`config.mk`:
```
export PLATFORM = sky130hd
export DESIGN_NAME = spi_register_target
export DESIGN_NICKNAME = d
export VERILOG_FILES = /design/src/rtl/spi_register_target.sv
export SDC_FILE = /design/constraint.sdc
export NUM_CORES = 1
export LEC_CHECK = 0
export BUFFER_PORTS_ARGS = -buffer_cell sky130_fd_sc_hd__buf_2
export CAP_MARGIN = 30
export CORE_ASPECT_RATIO = 1.1
export CORE_UTILIZATION = 63
export CTS_CLUSTER_SIZE = 20
export DETAILED_ROUTE_END_ITERATION = 8
export PLACE_DENSITY = 0.84
export SYNTH_ARGS = -nofsm -noshare
export SYNTH_HDL_FRONTEND = slang
export SYNTH_SLANG_ARGS = --single-unit
```
`constraint.sdc`:
```
create_clock -name clk -period 4 [get_ports clk]
set_input_delay 0.4 -clock clk [delete_from_list [all_inputs] [get_ports clk]]
set_output_delay 0.4 -clock clk [all_outputs]
set_load 0.1 [all_outputs]
```
`src/rtl/spi_register_target.sv`:
```
// spi_register_target
//   SPI mode-0 target modelling an accelerometer-style register map.
//   spi_cs/spi_clk/spi_mosi are oversampled on clk and 16-bit frames
//   {R/W, addr[6:0], data[7:0]} are decoded; read data is returned on spi_miso.
//
// Ports:
//   clk, reset       system clock, synchronous active-high reset
//   spi_cs           chip select, active low
//   spi_clk          SPI serial clock, idle low
//   spi_mosi         serial data in, MSB first
//   spi_miso         serial data out, MSB first
//   spi_miso_oe      MISO output enable (synchronized cs low, not after reset
//                    until cs has been seen high)
//   sample_data      {DATA_H, DATA_L} sample, loaded when sample_valid is high
//   sample_valid     one-cycle load strobe for sample_data
//   ctrl_reg         current value of register 0x01
//   wr_pulse         one-cycle pulse when an SPI write commits
//   wr_addr          address of the last committed write
//   frame_done       one-cycle pulse at the end of a complete 16-bit frame
module spi_register_target #(
    parameter int unsigned NUM_REGS    = 8,
    parameter logic [7:0]  DEVICE_ID   = 8'hE5,
    parameter int unsigned SYNC_STAGES = 2
) (
    input  logic        clk,
    input  logic        reset,
    input  logic        spi_cs,
    input  logic        spi_clk,
    input  logic        spi_mosi,
    output logic        spi_miso,
    output logic        spi_miso_oe,
    input  logic [15:0] sample_data,
    input  logic        sample_valid,
    output logic [7:0]  ctrl_reg,
    output logic        wr_pulse,
    output logic [6:0]  wr_addr,
    output logic        frame_done
);

    localparam int unsigned AW = (NUM_REGS > 1) ? $clog2(NUM_REGS) : 1;

    typedef enum logic [2:0] {
        WAIT_CS_HIGH,
        IDLE,
        CMD,
        DATA,
        DONE
    } state_t;

    // Synchronizers; cleared to 0 so a cs held low across reset never looks
    // like an idle bus and the FSM stays in WAIT_CS_HIGH.
    logic [SYNC_STAGES-1:0] cs_sync;
    logic [SYNC_STAGES-1:0] sclk_sync;
    logic [SYNC_STAGES-1:0] mosi_sync;
    logic                   cs_q;
    logic                   sclk_q;

    always_ff @(posedge clk) begin
        if (reset) begin
            cs_sync   <= '0;
            sclk_sync <= '0;
            mosi_sync <= '0;
            cs_q      <= 1'b0;
            sclk_q    <= 1'b0;
        end else begin
            cs_sync   <= {cs_sync[SYNC_STAGES-2:0], spi_cs};
            sclk_sync <= {sclk_sync[SYNC_STAGES-2:0], spi_clk};
            mosi_sync <= {mosi_sync[SYNC_STAGES-2:0], spi_mosi};
            cs_q      <= cs_sync[SYNC_STAGES-1];
            sclk_q    <= sclk_sync[SYNC_STAGES-1];
        end
    end

    logic cs_s, sclk_s, mosi_s;
    logic cs_rise, cs_fall, sclk_rise, sclk_fall;

    assign cs_s      = cs_sync[SYNC_STAGES-1];
    assign sclk_s    = sclk_sync[SYNC_STAGES-1];
    assign mosi_s    = mosi_sync[SYNC_STAGES-1];
    assign cs_rise   = cs_s & ~cs_q;
    assign cs_fall   = ~cs_s & cs_q;
    assign sclk_rise = sclk_s & ~sclk_q;
    assign sclk_fall = ~sclk_s & sclk_q;

    // Sample path: live DATA_L/DATA_H
    logic [7:0] data_l;
    logic [7:0] data_h;

    always_ff @(posedge clk) begin
        if (reset) begin
            data_l <= '0;
            data_h <= '0;
        end else if (sample_valid) begin
            data_l <= sample_data[7:0];
            data_h <= sample_data[15:8];
        end
    end

    // Frame state
    state_t     state;
    logic [7:0] shift_in;
    logic [3:0] bit_cnt;
    logic       is_read;
    logic [6:0] addr;
    logic [7:0] rd_shift;
    logic [7:0] data_h_hold;
    logic [7:0] regs [NUM_REGS];

    // Values completed by the bit being sampled this cycle
    logic [6:0] cmd_addr;
    logic       cmd_read;
    logic [7:0] wr_data;
    logic [7:0] rd_lookup;
    logic       addr_rw;

    assign cmd_addr = {shift_in[5:0], mosi_s};
    assign cmd_read = shift_in[6];
    assign wr_data  = {shift_in[6:0], mosi_s};

    always_comb begin
        rd_lookup = '0;
        case (cmd_addr)
            7'h00:   rd_lookup = DEVICE_ID;
            7'h01:   rd_lookup = ctrl_reg;
            7'h02:   rd_lookup = data_l;
            7'h03:   rd_lookup = data_h_hold;
            default: begin
                if ({25'b0, cmd_addr} < NUM_REGS)
                    rd_lookup = regs[cmd_addr[AW-1:0]];
            end
        endcase
    end

    always_comb begin
        addr_rw = 1'b0;
        if (addr == 7'h01)
            addr_rw = 1'b1;
        else if (addr >= 7'h04 && {25'b0, addr} < NUM_REGS)
            addr_rw = 1'b1;
    end

    always_ff @(posedge clk) begin
        if (reset) begin
            state       <= WAIT_CS_HIGH;
            shift_in    <= '0;
            bit_cnt     <= '0;
            is_read     <= 1'b0;
            addr        <= '0;
            rd_shift    <= '0;
            data_h_hold <= '0;
            ctrl_reg    <= '0;
            spi_miso    <= 1'b0;
            spi_miso_oe <= 1'b0;
            wr_pulse    <= 1'b0;
            wr_addr     <= '0;
            frame_done  <= 1'b0;
            for (int unsigned i = 0; i < NUM_REGS; i++)
                regs[i] <= '0;
        end else begin
            wr_pulse    <= 1'b0;
            frame_done  <= 1'b0;
            spi_miso_oe <= (state != WAIT_CS_HIGH) && !cs_s;

            case (state)
                WAIT_CS_HIGH: begin
                    spi_miso <= 1'b0;
                    if (cs_s)
                        state <= IDLE;
                end

                IDLE: begin
                    spi_miso <= 1'b0;
                    if (cs_fall) begin
                        bit_cnt <= '0;
                        state   <= CMD;
                    end
                end

                CMD: begin
                    spi_miso <= 1'b0;
                    if (cs_rise) begin
                        state <= IDLE;
                    end else if (sclk_rise) begin
                        shift_in <= wr_data;
                        bit_cnt  <= bit_cnt + 4'd1;
                        if (bit_cnt == 4'd7) begin
                            is_read  <= cmd_read;
                            addr     <= cmd_addr;
                            rd_shift <= rd_lookup;
                            // Freeze DATA_H so a following 0x03 read matches
                            // the DATA_L byte being returned now.
                            if (cmd_read && cmd_addr == 7'h02)
                                data_h_hold <= data_h;
                            state <= DATA;
                        end
                    end
                end

                DATA: begin
                    if (cs_rise) begin
                        spi_miso <= 1'b0;
                        state    <= IDLE;
                    end else if (sclk_rise) begin
                        shift_in <= wr_data;
                        bit_cnt  <= bit_cnt + 4'd1;
                        if (bit_cnt == 4'd15) begin
                            spi_miso <= 1'b0;
                            if (!is_read && addr_rw) begin
                                if (addr == 7'h01)
                                    ctrl_reg <= wr_data;
                                else
                                    regs[addr[AW-1:0]] <= wr_data;
                                wr_pulse <= 1'b1;
                                wr_addr  <= addr;
                            end
                            state <= DONE;
                        end
                    end else if (sclk_fall && is_read) begin
                        spi_miso <= rd_shift[7];
                        rd_shift <= {rd_shift[6:0], 1'b0};
                    end
                end

                DONE: begin
                    spi_miso <= 1'b0;
                    if (cs_rise) begin
                        frame_done <= 1'b1;
                        state      <= IDLE;
                    end
                end

                default: state <= WAIT_CS_HIGH;
            endcase
        end
    end

endmodule

```
== Word-level counts from Yosys, hierarchy flattened ==
Memories as Yosys holds them, arrays and structs flattened.
Index checks and enable logic that the tools add are counted.

* Add/sub/neg operators: 1
* Order comparisons: 3
* Equality and inequality tests: 27
* Multiplexer cells: 45
* Bitwise gates (word level): 13
* Reductions and logical operators: 27

{| class="wikitable"
|+ Operators by type and width
! kind !! count
|-
| 8-bit 2-to-1 mux || 8
|-
| 8-bit case mux with 4 select lines || 1
|-
| 3-bit 2-to-1 mux || 10
|-
| 2-bit inequality test (second input constant) || 10
|-
| 1-bit 2-to-1 mux || 19
|-
| 8-bit case mux with 2 select lines || 1
|-
| 3-bit case mux with 5 select lines || 1
|-
| 7-bit by 1-bit equality test with 1-bit output (second input constant) || 2
|-
| 7-bit by 2-bit equality test with 1-bit output (second input constant) || 2
|-
| 7-bit by 4-bit less-than comparator with 1-bit output (second input constant) || 2
|-
| 7-bit AND reduction || 2
|-
| 4-bit 2-to-1 mux || 3
|-
| 3-bit inequality test (second input constant) || 4
|-
| 5-bit AND reduction || 2
|-
| 1-bit NOT || 9
|-
| 4-bit inequality test (second input constant) || 2
|-
| 4-bit case mux with 2 select lines || 1
|-
| 4-bit AND reduction || 2
|-
| 8-bit OR reduction || 1
|-
| 7-bit by 3-bit greater-or-equal comparator with 1-bit output (second input constant) || 1
|-
| 7-bit logical NOT || 1
|-
| 3-bit by 2-bit equality test with 1-bit output (second input constant) || 2
|-
| 3-bit AND reduction || 2
|-
| 6-bit AND reduction || 1
|-
| other kinds (16) || 27
|}

* Register bits after elaboration: 81
* RAM bits: 64
* Input port bits: 22
* Output and inout bits: 19
* Memories: 1

{| class="wikitable"
|+ Memory list
! name !! depth !! bits a word !! read ports !! clocked after Yosys merged registers in !! write ports !! line !! RTL
|-
| regs || 8 || 8 || 1 || 0 || 8 || 107 || <nowiki>logic [7:0] regs [NUM_REGS];</nowiki>
|}

== Depth between registers and ports, before layout ==
Gate-level depths: netlist of run 1.

* Depth after elaboration: 14
* Mapped depth: 7

== Worst setup path before layout of run 1 ==
No wires, ideal clock.

* Path type: reg2reg
* From: register addr[4]
* To: memory regs[6][0] (enable)
* Setup time: 387 ps
* Arrival: 2127 ps
* Slack: 1487 ps
* Stages on the path, launching flop included: 4
* Clock period less this slack: 2513 ps
* Cell sequence: dfxtp_1 > or4_4 > a2111o_4 > o31ai_1

{| class="wikitable"
|+ RTL lines
! element !! line !! RTL
|-
| start: declaration || 104 || <nowiki>logic [6:0] addr;</nowiki>
|-
| start signal: assignment || 188 || <nowiki>addr <= cmd_addr;</nowiki>
|-
| end: declaration || 107 ||
|}

==> results_dict.tcl, run 1 <==
set metrics [dict create \
    synth_ff_type "dfxtp_1" \
    power_mw 2.82 \
    grt_start_max_net_pins 79 \
    worstReg2RegStart "sclk_sync[1]$_SDFF_PP0_" \
    io_buffers 40 \
    layout.nets 572 \
    finalHoldWorstSlack_ns 0.0856 \
    numCtsBuffers 17 \
    synth_top_area_cell "dfxtp_1" \
    design.die.area_sq_mm 0.00852 \
    p_sw_mw 0.578 \
    min-delay-start "spi_cs" \
    top_register "regs" \
    place_congestion 0.906 \
    cts.sinks 113 \
    first_pass_iters 5 \
    synthMostInstantiatedCell "dfxtp_1" \
    cts-resized-gates 0 \
    die_y_um 96.7 \
    max_cap_viol_count 0 \
    dieWidth_um 88.1 \
    largest_reg_flops 32 \
    clk_pin_slew_worst_paths_ns 0.06 \
    rsz0062_at_grt "no" \
    synthArstFlopShare 0 \
    initial_utilization 0.650 \
    timing.final.crit_share 0.628 \
    vias_per_cell 6.15 \
    fin_skew_ns 0.00611 \
    setup_tns_ns 0 \
    routed_wirelength_um 12000 \
    grt_usage 0.304 \
    dr_total_vias 4122 \
    crit_required_ns 4.22 \
    fmax_mhz 398 \
    synth_top_area_frac 0.315 \
    ant_nets 0 \
    slew_headroom 0.418 \
    synth_fp_nets 549 \
    cts-root-buf "clkbuf_8" \
    avgSynthCellArea_sq_um 9.77 \
    drive_above_1_share 0.171 \
    switching_share 0.205 \
    htree_num_levels 4 \
    wl_per_cell_um 17.8 \
    core-area_sq_mm 0.00791 \
    drtIter0Drc 467 \
    maxSlewViolCount 0 \
    tightest_slew_ns 0.867 \
    holdBufCountCts 0 \
    p_leak_nw 2.17 \
    synth.distinct_cells 57 \
    seq_power_share 0.432 \
    grt_pass1_vias 3907 \
    cts_tree "yes" \
    p_clk_frac 0.537 \
    hold_viol_final 0 \
    setup-violations-final 0 \
    yosys_warnings 0 \
    synth-edff-count 32 \
    post_cts_buffers 0 \
    grt_pass1_wl_um 19400 \
    powerDensity_mw_per_mm2 476 \
    rows 34 \
    hpwl_um 7710 \
    cp.arrival_ns 2.73 \
    ctsLongestPathBuffers 2 \
    worstSkewPairLatency_ns 0.52 \
    ys_top_cells_by_area "dfxtp_1 (32%), edfxtp_1 (19%), mux2i_1 (7.0%), a21oi_1 (4.3%), and2_1 (3.9%)" \
    synth.top_cells.by_count "dfxtp_1 (81), nand2_1 (50), a21oi_1 (44), mux2i_1 (36)" \
    gr-total-overflow 0 \
    crit_start "sclk_sync[1]$_SDFF_PP0_" \
    outcome "finished, final reports clean" \
    p_int_mw 2.24 \
    ios 41 \
    vdd_drop_max_mv 0.391 \
    fin_crit_ns 2.51 \
    fin_util 0.750 \
    area_delta_synth_final_pct 15.4 \
    drc 0 \
    hp-class "input pin to register" \
    synth_seq_area_share 0.502 \
    worstSetupEndpointType "register" \
    syn_area_sq_mm 0.00514 \
    synth-seq-cells 113 \
    netlist_instances 526 \
    insertedDiodeCount 0 \
    antenna_found_initial 0 \
    criticalPathCategory "register to register" \
    power_frac_comb 0.031 \
    critPathLaunchType "register" \
    critPathMaxFanout 10 \
]
## final cells by class
type	instances	area, sq um
Clock buffer	24	513
Sequential cell	113	2580
Clock inverter	8	96.3
Fill cell	548	1980
Multi-Input combinational cell	366	2340
Timing Repair Buffer	47	253
Tap cell	108	135
Inverter	4	15.0
## cell families after synthesis
family          after synthesis  synth area share
flops                       113             0.502
simple gates                218             0.240
fa+ha+maj                     1           0.00243
buf+inv                      47            0.0426
compound gates              106             0.125
mux                          41            0.0876
## final timing paths
path	end	slack [ns]	depth (start not counted)
setup / recovery	regs[7][5]$_SDFFCE_PN0P_	1.49	4
hold / removal	cs_sync[0]$_SDFF_PP0_	0.09	2
setup reg to reg	regs[7][5]$_SDFFCE_PN0P_	1.49	4
hold reg to reg	mosi_sync[1]$_SDFF_PP0_	0.44	1
## cells in the final DEF, fill, tap and decap left out, types with 25 or more instances in the layout
master,instances
edfxtp_1,32
o21ai_0,28
buf_2,40
nand2_1,50
nand3_1,26
nor2_1,25
and2_1,32
mux2i_1,36
a21oi_1,44
dfxtp_1,81
## power groups by stage
stage	sequential [mW]	combinational, mW	clock (mW)
CTS	1.22	0.0865	1.53
floorplan	1.24	0.0638	0
global placement	1.24	0.0825	0
detailed placement	1.24	0.0855	0
finish	1.22	0.0865	1.52
global route	1.22	0.0943	1.58
## per-layer routing
metal  track usage  part of all wire  routed length (um)
met5             0                 0                   0
met4         0.166             0.041                 488
met3        0.0742             0.085                1020
met2         0.468              0.48                5710
met1         0.388              0.40                4730
## critical path, cell delays in order, from the launching register on
cell	delay (ns)
dfxtp_1	0.38
nor2b_1	0.61
nand3_1	0.43
nor4_4	0.49
or2_2	0.28
## stage by stage
stage,cells,area [sq um],worst slack (ns)
4_1_cts,670,5930,1.53
5_1_grt,670,5930,1.26
6_report,670,5930,1.49
3_5_place_dp,638,5320,1.59
3_3_place_gp,638,5320,1.63
2_1_floorplan,526,5140,1.49
(Power assumes the default switching activity.)
==> run 2, diff against run 1 <==
CORE_UTILIZATION = 53   (was 63)
PLACE_DENSITY = 0.76   (was 0.84)
clock period = 2.1 ns   (was 4 ns; I/O delays follow)
==> run 2 against run 1 <==
Sequential share of layout area shrank 3.2 points. Die area up 18%. Global-route usage shrank 2.7 points. Flip-flop and latch count is the same. Combinational power grew to 2.6 times the previous value. Final cell count increased by 8.7%. Design area rose by 8.1%. Total power is 86% higher. Core utilization decreased by 6.8 points. Clock skew down 0.00066 ns. Clock power up 78%. Worst setup slack worse by 1.5 ns.
==> results_dict.tcl, run 2 (synthesized netlist as in run 1, its figures left out) <==
set metrics [dict create \
    critPathLaunchType "register" \
    largest_reg_flops 32 \
    drive_above_1_share 0.216 \
    dr_total_vias 4260 \
    slew_headroom 0.676 \
    crit_family "simple AND/OR/NAND/NOR gates" \
    initial_utilization 0.547 \
    grt_start_max_net_pins 79 \
    dieWidth_um 95.9 \
    setup-violations-final 0 \
    cts.sinks 113 \
    drtIter0Drc 381 \
    insertedDiodeCount 0 \
    finalWorstSetupSlack_ns 0.0259 \
    fmax_mhz 482 \
    vias_per_cell 5.85 \
    path_cells "or4_4, a2111o_4, nor4_4, or2_4" \
    wl_per_cell_um 18.0 \
    gr-total-overflow 0 \
    ant_nets 0 \
    first_pass_iters 4 \
    die_y_um 105 \
    power_mw 5.25 \
    fill_cells 708 \
    numCtsBuffers 17 \
    hold_viol_final 0 \
    tightest_slew_ns 0.489 \
    fin_crit_ns 2.07 \
    ctsLongestPathBuffers 2 \
    cp.arrival_ns 2.30 \
    design.die.area_sq_mm 0.0101 \
    ios 41 \
    timing.final.crit_share 0.988 \
    htree_num_levels 4 \
    core-area_sq_mm 0.00940 \
    fin_skew_ns 0.00545 \
    area_delta_synth_final_pct 24.8 \
    hpwl_um 8700 \
    setup_tns_ns 0 \
    drc 0 \
    cts_tree "yes" \
    p_leak_nw 2.41 \
    rows 37 \
    worstSkewPairLatency_ns 0.52 \
    vdd_drop_max_mv 0.467 \
    worst_path_largest_cell_delay_ns 0.54 \
    cp_slowest_cell "or4_4" \
    powerDensity_mw_per_mm2 819 \
    cts-root-buf "clkbuf_8" \
    worstSetupEndpointType "register" \
    criticalPathCategory "register to register" \
    max_cap_viol_count 0 \
    rsz0062_at_grt "yes" \
    place_ws_ns 0.00756 \
    grt_pass1_wl_um 20600 \
    final_cell_mix "dfxtp_1 (79), nand2_1 (50), a21oi_1 (44)" \
    outcome "finished, final reports clean" \
    top_register "regs" \
    final_common_cell "dfxtp_1" \
    io_buffers 40 \
    layout.nets 622 \
    critPathBufInv 0 \
    finalHoldWorstSlack_ns 0.177 \
    routed_wirelength_um 13100 \
    crit_required_ns 2.33 \
    grt_usage 0.277 \
    hp-class "input pin to register" \
    antenna_found_initial 0 \
    grt_pass1_vias 4212 \
    place_congestion 0.860 \
    critPathMaxFanout 8 \
    maxSlewViolCount 0 \
    clk_pin_slew_worst_paths_ns 0.05 \
]
run 2: layout make-up:
cell class | instances | area [sq um] | share of cell area
Clock buffer | 28 | 558 | 0.0870
Clock inverter | 3 | 15.0 | 0.00234
Inverter | 4 | 15.0 | 0.00234
Multi-Input combinational cell | 366 | 2380 | 0.371
Sequential cell | 113 | 2580 | 0.403
Tap cell | 117 | 146 | 0.0228
Timing Repair Buffer | 97 | 713 | 0.111
run 2: worst min-delay path, delay by kind of cell:
family | cells | cell delay, ns
buffers and inverters | 2 | 0.32
AND/OR/NAND/NOR | 1 | 0.13
run 2: metrics by stage:
step	instance area (sq um)	instances	utilization
2_1_floorplan	5160	526	-
5_1_grt	6410	728	0.682
4_1_cts	6380	727	0.679
3_5_place_dp	5620	677	0.598
6_report	6410	728	0.682
3_3_place_gp	5620	677	0.598
run 2: timing repair:
action / in CTS / in global routing
buffers inserted: 0 / 1
resized for setup: 1 / 6
endpoints found under the hold margin: 19 / 0
hold buffers: 19 / 0
pin swaps: 0 / 4
setup endpoints to repair: 1 / 58
run 2: report_power, final:
| group | switching [mW] | total [mW] | internal [mW] |
|---|---|---|---|
| logic | 0.117 | 0.222 | 0.104 |
| registers | 0.0257 | 2.32 | 2.29 |
| clock network | 0.946 | 2.71 | 1.77 |
| total | 1.09 | 5.25 | 4.16 |
run 2: per-layer routing:
layer / up-vias / routed length, um / global-route usage
met5: - / 0 / 0
met4: 0 / 461 / 0.138
met3: 35 / 697 / 0.0786
met2: 166 / 6580 / 0.465
met1: 2024 / 5340 / 0.317
li1: 2035 / - / -
run 2: final timing paths:
check | start | to | slack, ns | cells after the start
max | addr[4]$_SDFFE_PP0P_ | regs[7][2]$_SDFFCE_PN0P_ | 0.03 | 4
min | reset | sclk_sync[0]$_SDFF_PP0_ | 0.18 | 3
max reg2reg | addr[4]$_SDFFE_PP0P_ | regs[7][2]$_SDFFCE_PN0P_ | 0.03 | 4
min reg2reg | cs_sync[0]$_SDFF_PP0_ | cs_sync[1]$_SDFF_PP0_ | 0.44 | 1
